`config.mk`:
```
export PLATFORM = sky130hd
export DESIGN_NAME = cacheline_arbiter
export DESIGN_NICKNAME = d
export VERILOG_FILES = /design/src/rtl/cacheline_arbiter.sv
export SDC_FILE = /design/constraint.sdc
export NUM_CORES = 1
export LEC_CHECK = 0
export CORE_AREA = 2 2 392 394
export DETAILED_ROUTE_END_ITERATION = 12
export DIE_AREA = 0 0 394 396
export PLACE_DENSITY = 0.41
export SLEW_MARGIN = 20
export SYNTH_ARGS = -nofsm -noshare
export SYNTH_HDL_FRONTEND = slang
export SYNTH_SLANG_ARGS = --single-unit
export TNS_END_PERCENT = 20
```
`constraint.sdc`:
```
create_clock -name clk_i -period 2.2 [get_ports clk_i]
set_input_delay 0.22 -clock clk_i [delete_from_list [all_inputs] [get_ports clk_i]]
set_output_delay 0.22 -clock clk_i [all_outputs]
set_load 0.005 [all_outputs]
```
`src/rtl/cacheline_arbiter.sv`:
```
// cacheline_arbiter
//
// Arbitrates between the icache and dcache for a single burst memory port.
// Each granted transaction moves one LineW-bit cacheline as four BurstW-bit
// beats. Read bursts fill an internal line buffer. Write bursts stream the
// dcache writeback line out one beat at a time. After the fourth beat, the
// granted cache gets exactly one cycle of *_resp. The arbiter then returns
// to idle.
//
// Ports
//   clk_i        system clock, rising edge
//   rst_ni       asynchronous active-low reset
//   i_read_i     icache line read request (level, held until i_resp_o)
//   i_addr_i     icache line address
//   i_rdata_o    line buffer, valid while i_resp_o
//   i_resp_o     icache completion pulse
//   d_read_i     dcache line read request (level)
//   d_write_i    dcache line writeback request (level)
//   d_addr_i     dcache line address
//   d_wdata_i    writeback line, beat k taken while beat k is in flight
//   d_rdata_o    line buffer, valid while d_resp_o
//   d_resp_o     dcache completion pulse (read or write)
//   mem_read_o   burst read strobe
//   mem_write_o  burst write strobe
//   mem_addr_o   burst base address, 32-byte aligned
//   mem_wdata_o  current write beat
//   mem_rdata_i  current read beat, valid with mem_resp_i
//   mem_resp_i   one beat accepted/returned this cycle

module cacheline_arbiter #(
  parameter int unsigned LineW  = 256,
  parameter int unsigned BurstW = 64
) (
  input  logic              clk_i,
  input  logic              rst_ni,

  input  logic              i_read_i,
  input  logic [31:0]       i_addr_i,
  output logic [LineW-1:0]  i_rdata_o,
  output logic              i_resp_o,

  input  logic              d_read_i,
  input  logic              d_write_i,
  input  logic [31:0]       d_addr_i,
  input  logic [LineW-1:0]  d_wdata_i,
  output logic [LineW-1:0]  d_rdata_o,
  output logic              d_resp_o,

  output logic              mem_read_o,
  output logic              mem_write_o,
  output logic [31:0]       mem_addr_o,
  output logic [BurstW-1:0] mem_wdata_o,
  input  logic [BurstW-1:0] mem_rdata_i,
  input  logic              mem_resp_i
);

  typedef enum logic [2:0] {
    StIdle,
    StIRd,
    StDRd,
    StDWr,
    StDone
  } state_e;

  state_e             state_q, state_d;
  logic [1:0]         beat_q, beat_d;
  logic [LineW-1:0]   line_q, line_d;
  logic [31:0]        addr_q, addr_d;
  logic               mem_read_q, mem_read_d;
  logic               mem_write_q, mem_write_d;
  // The round-robin pointer is 1 when D took the most recent grant.
  logic               last_d_q, last_d_d;
  // This flag is 1 when the transaction in flight belongs to D. It selects which resp pulses.
  logic               grant_d_q, grant_d_d;

  logic               d_pend;
  logic               pick_d;

  // The low address bits are dropped by alignment.
  logic               unused_addr_bits;
  assign unused_addr_bits = ^{i_addr_i[4:0], d_addr_i[4:0]};

  // D wins when it is the only requester, or when both request and I went last.
  assign d_pend = d_read_i | d_write_i;
  assign pick_d = d_pend & (~i_read_i | ~last_d_q);

  always_comb begin
    state_d     = state_q;
    beat_d      = beat_q;
    line_d      = line_q;
    addr_d      = addr_q;
    mem_read_d  = mem_read_q;
    mem_write_d = mem_write_q;
    last_d_d    = last_d_q;
    grant_d_d   = grant_d_q;

    unique case (state_q)
      StIdle: begin
        if (d_pend || i_read_i) begin
          last_d_d  = pick_d;
          grant_d_d = pick_d;
          beat_d    = 2'd0;
          if (pick_d) begin
            addr_d = {d_addr_i[31:5], 5'b0};
            // A simultaneous read and write from D goes out as a write.
            if (d_write_i) begin
              state_d     = StDWr;
              mem_write_d = 1'b1;
            end else begin
              state_d    = StDRd;
              mem_read_d = 1'b1;
            end
          end else begin
            addr_d     = {i_addr_i[31:5], 5'b0};
            state_d    = StIRd;
            mem_read_d = 1'b1;
          end
        end
      end

      StIRd, StDRd, StDWr: begin
        // Only beats acknowledged by memory advance the burst. Gaps hold everything.
        if (mem_resp_i) begin
          if (state_q != StDWr) begin
            line_d[32'(beat_q) * BurstW +: BurstW] = mem_rdata_i;
          end
          if (beat_q == 2'd3) begin
            state_d     = StDone;
            beat_d      = 2'd0;
            mem_read_d  = 1'b0;
            mem_write_d = 1'b0;
          end else begin
            beat_d = beat_q + 2'd1;
          end
        end
      end

      // A single resp cycle follows. A new grant is never taken from here.
      StDone: state_d = StIdle;

      default: state_d = StIdle;
    endcase
  end

  always_ff @(posedge clk_i or negedge rst_ni) begin
    if (!rst_ni) begin
      state_q     <= StIdle;
      beat_q      <= 2'd0;
      line_q      <= '0;
      addr_q      <= '0;
      mem_read_q  <= 1'b0;
      mem_write_q <= 1'b0;
      last_d_q    <= 1'b0;
      grant_d_q   <= 1'b0;
    end else begin
      state_q     <= state_d;
      beat_q      <= beat_d;
      line_q      <= line_d;
      addr_q      <= addr_d;
      mem_read_q  <= mem_read_d;
      mem_write_q <= mem_write_d;
      last_d_q    <= last_d_d;
      grant_d_q   <= grant_d_d;
    end
  end

  // The write beat is steered from the beat counter. It is quiet outside write bursts.
  always_comb begin
    mem_wdata_o = '0;
    if (state_q == StDWr) begin
      mem_wdata_o = d_wdata_i[32'(beat_q) * BurstW +: BurstW];
    end
  end

  assign mem_read_o  = mem_read_q;
  assign mem_write_o = mem_write_q;
  assign mem_addr_o  = addr_q;
  assign i_rdata_o   = line_q;
  assign d_rdata_o   = line_q;
  assign i_resp_o    = (state_q == StDone) & ~grant_d_q;
  assign d_resp_o    = (state_q == StDone) &  grant_d_q;

endmodule

```
==> flow_summary.json <==
{
  "status": "finished, violations left",
  "violations": "negative setup slack",
  "die_area_um2": 156000,
  "crit_slowest_cell": "dfrtp_4",
  "switching_share_pct": 36.5,
  "p_comb_share_pct": 55.5,
  "antenna_found_initial": 37,
  "maxCapViolations": 0,
  "drt_iter0_drc": 649,
  "cts_max_path_buffers": 3,
  "core_area_um2": 152000,
  "cts_buffers": 40,
  "hpwlAfterDp_um": 83900,
  "ir_drop_uv": 553,
  "nNetsFinal": 2813,
  "fin_crit_sh_pct": 118,
  "clk_latency_ns": 0.59,
  "pwr-share-seq_pct": 26.4,
  "start_kind": "flop",
  "row_count": 143,
  "syn_to_final_growth_pct": 72.3,
  "clock_sinks": 291,
  "worst_pin_slew_ns": 0.829,
  "drive_gt1_share_pct": 15.2,
  "cts-htree-levels": 2,
  "timing.hold.ws_ns": 0.201,
  "ys_seq_elements": 291,
  "path_clk_slew_ns": 0.06,
  "end_kind": "output port",
  "placed_cell_area_um2": 28100,
  "vias_per_cell": 3.22,
  "ant_nets": 0,
  "max_freq_mhz": 384,
  "setup_violations": 64,
  "crit_fanout": 7,
  "num-fill-cells": 16800,
  "clkPwrFrac_pct": 18.1,
  "wl_met1_um": 45100,
  "portBuffers": 986,
  "synth_edf_count": 0,
  "die_w_um": 394,
  "grt_pass1_vias": 15400,
  "grt_start_max_net_pins": 65,
  "initial_utilization_pct": 11.4,
  "wl_per_cell_um": 22.7,
  "ys_seq_area_share_pct": 42.3,
  "fin_crit_ns": 2.60,
  "crit_path_frequent_cell": "buf_12",
  "worst_slack_ns": -0.401,
  "fin_area_um2": 29700,
  "critPathKind": "flop to output port",
  "wl_met2_um": 46500,
  "layout.cells.most_common": "clkdlybuf4s50_1",
  "hold_viol": 0,
  "ys.flop_type": "dfrtp_1",
  "finalClockSkew_ns": 0.0181,
  "grt_pass1_wl_um": 136000,
  "async_reset_ff_share_pct": 100,
  "max_stage_delay_ns": 0.51,
  "grt.total_usage_pct": 12.7,
  "pre_cts_ws_ns": -0.235,
  "crit_chain": "buf_6, buf_12, buf_12, mux4_2, nor2b_1, buf_4",
  "io_pins": 1002,
  "highest_layer": "met5",
  "final_cell_mix": "919 x clkdlybuf4s50_1, 288 x dfrtp_1, 260 x inv_1, 258 x nand2_1, 256 x mux2i_1",
  "yosysWarnings": 0,
  "switchingPower_mw": 14.3,
  "cts_tree": "done",
  "p_int_mw": 24.8,
  "synth_cells": 1635,
  "drcViolationCount": 0,
  "syn_area_um2": 17200,
  "via_count": 14500,
  "wl_um": 102000,
  "tns_ns": -16.50,
  "critical_path_required_ns": 1.98,
  "route.met3.wl_um": 8460,
  "globalplace.congestion": 0.945,
  "firstDrtPassIters": 5,
  "clock-root-buffer": "clkbuf_16",
  "synth_cell_types": 30,
  "rsz0062_at_grt": "true",
  "die_y_um": 396,
  "maxSlewViolCount": 0,
  "syn_area_per_cell_um2": 10.5,
  "critPathArrivalTime_ns": 2.38,
  "slew_headroom_pct": 44.6,
  "p_leak_nw": 13.0,
  "overflow": 0,
  "hold_path_class": "input pin to async pin",
  "power_mw": 39.1,
  "power-per-cell-area_nw_per_um2": 1320
}
==> area by class of cell <==
cell class                      count  area, um^2  share of cell area, %
Sequential cell                   291        7290                   24.6
Antenna cell                       18        45.0                  0.152
Clock inverter                     14         235                  0.793
Timing Repair Buffer             1080       10900                   36.8
Clock buffer                       59        1170                   3.95
Inverter                          261         980                   3.30
Tap cell                         2030        2540                   8.57
Multi-Input combinational cell    743        6490                   21.9
==> critical path: cells and delay by family, from the launching register on <==
family / cells / cell delay (ns)
muxes: 1 / 0.50
buffers and inverters: 4 / 0.59
DFF: 1 / 0.51
and+or+nand+nor: 1 / 0.16
==> power groups by stage <==
stage	Sequential [mW]	Clock [mW]	Combinational, mW
6_report	10.3	7.05	21.7
5_1_grt	10.7	7.58	23.2
4_1_cts	10.5	7.36	21.8
3_5_place_dp	10.5	0	21.6
3_3_place_gp	10.5	0	21.6
2_1_floorplan	9.45	0	9.94
==> logic make-up after synthesis <==
kind of cell	count (synthesis)	synth area share, %
other	1	0.0218
AOI/OAI and AO/OA	11	0.473
xor gates and xnor gates	1	0.0509
muxes	374	26.8
and+or+nand+nor	346	8.72
DFF	291	42.3
adders and majority gates	6	0.436
buffers and inverters	605	21.2
==> sequential cells by signal, summed over array words and instances, names as in the netlist <==
| name | flops |
|---|---|
| mem_read_o | 1 |
| state_q | 3 |
| d_rdata_o | 256 |
| mem_write_o | 1 |
| mem_addr_o | 27 |
| grant_d_q | 1 |
| beat_q | 2 |
==> synthesized netlist by cell type (2+ instances only) <==
master,instances,share of area [%]
clkbuf_1,7,0.15
mux4_2,64,8.4
buf_8,24,2.1
nor2b_1,64,2.3
dfrtp_1,291,42
a2bb2oi_1,3,0.15
buf_4,267,12
buf_6,7,0.46
and2b_1,2,0.087
inv_1,261,5.7
buf_2,39,1.1
ha_1,6,0.44
mux2i_1,256,15
nor3b_1,3,0.13
nand2_1,261,5.7
mux2_2,54,3.5
nor3_1,2,0.058
nand3_1,5,0.15
nor2_1,6,0.13
and3b_1,2,0.10
o22ai_1,2,0.073
==> stage by stage <==
step | cells | util (%)
5_1_grt | 4488 | 19.6
6_report | 4496 | 19.6
4_1_cts | 4472 | 19.5
3_3_place_gp | 4391 | 18.5
2_1_floorplan | 1639 | -
3_5_place_dp | 4391 | 18.5
==> timing repair <==
action	4_1_cts	5_1_grt
hold endpoints to repair	47	0
endpoints found under the setup margin	103	140
resized for setup	269	42
gates cloned	2	0
buffers inserted	9	6
pin swaps	0	2
hold buffers	1	0
==> worst paths after layout <==
path                            startpoint        endpoint  slack, ns  cells after the start
max in group asynchronous           rst_ni   d_rdata_o[52]       1.20                      3
min in group clk_i         mem_rdata_i[49]  d_rdata_o[241]       0.27                      3
hold reg to reg             mem_addr_o[11]  mem_addr_o[11]       0.51                      1
setup reg to reg                 beat_q[0]   d_rdata_o[40]       0.07                      9
setup / recovery                 beat_q[0]  mem_wdata_o[5]      -0.40                      6
hold / removal                      rst_ni   d_rdata_o[14]       0.20                      2
==> routing by layer <==
metal,vias up,global-route usage (%)
met4,16,2.93
met2,706,20.0
met3,98,4.55
met5,-,0.985
li1,6515,-
met1,7159,16.3
(Power assumes the default switching activity.)
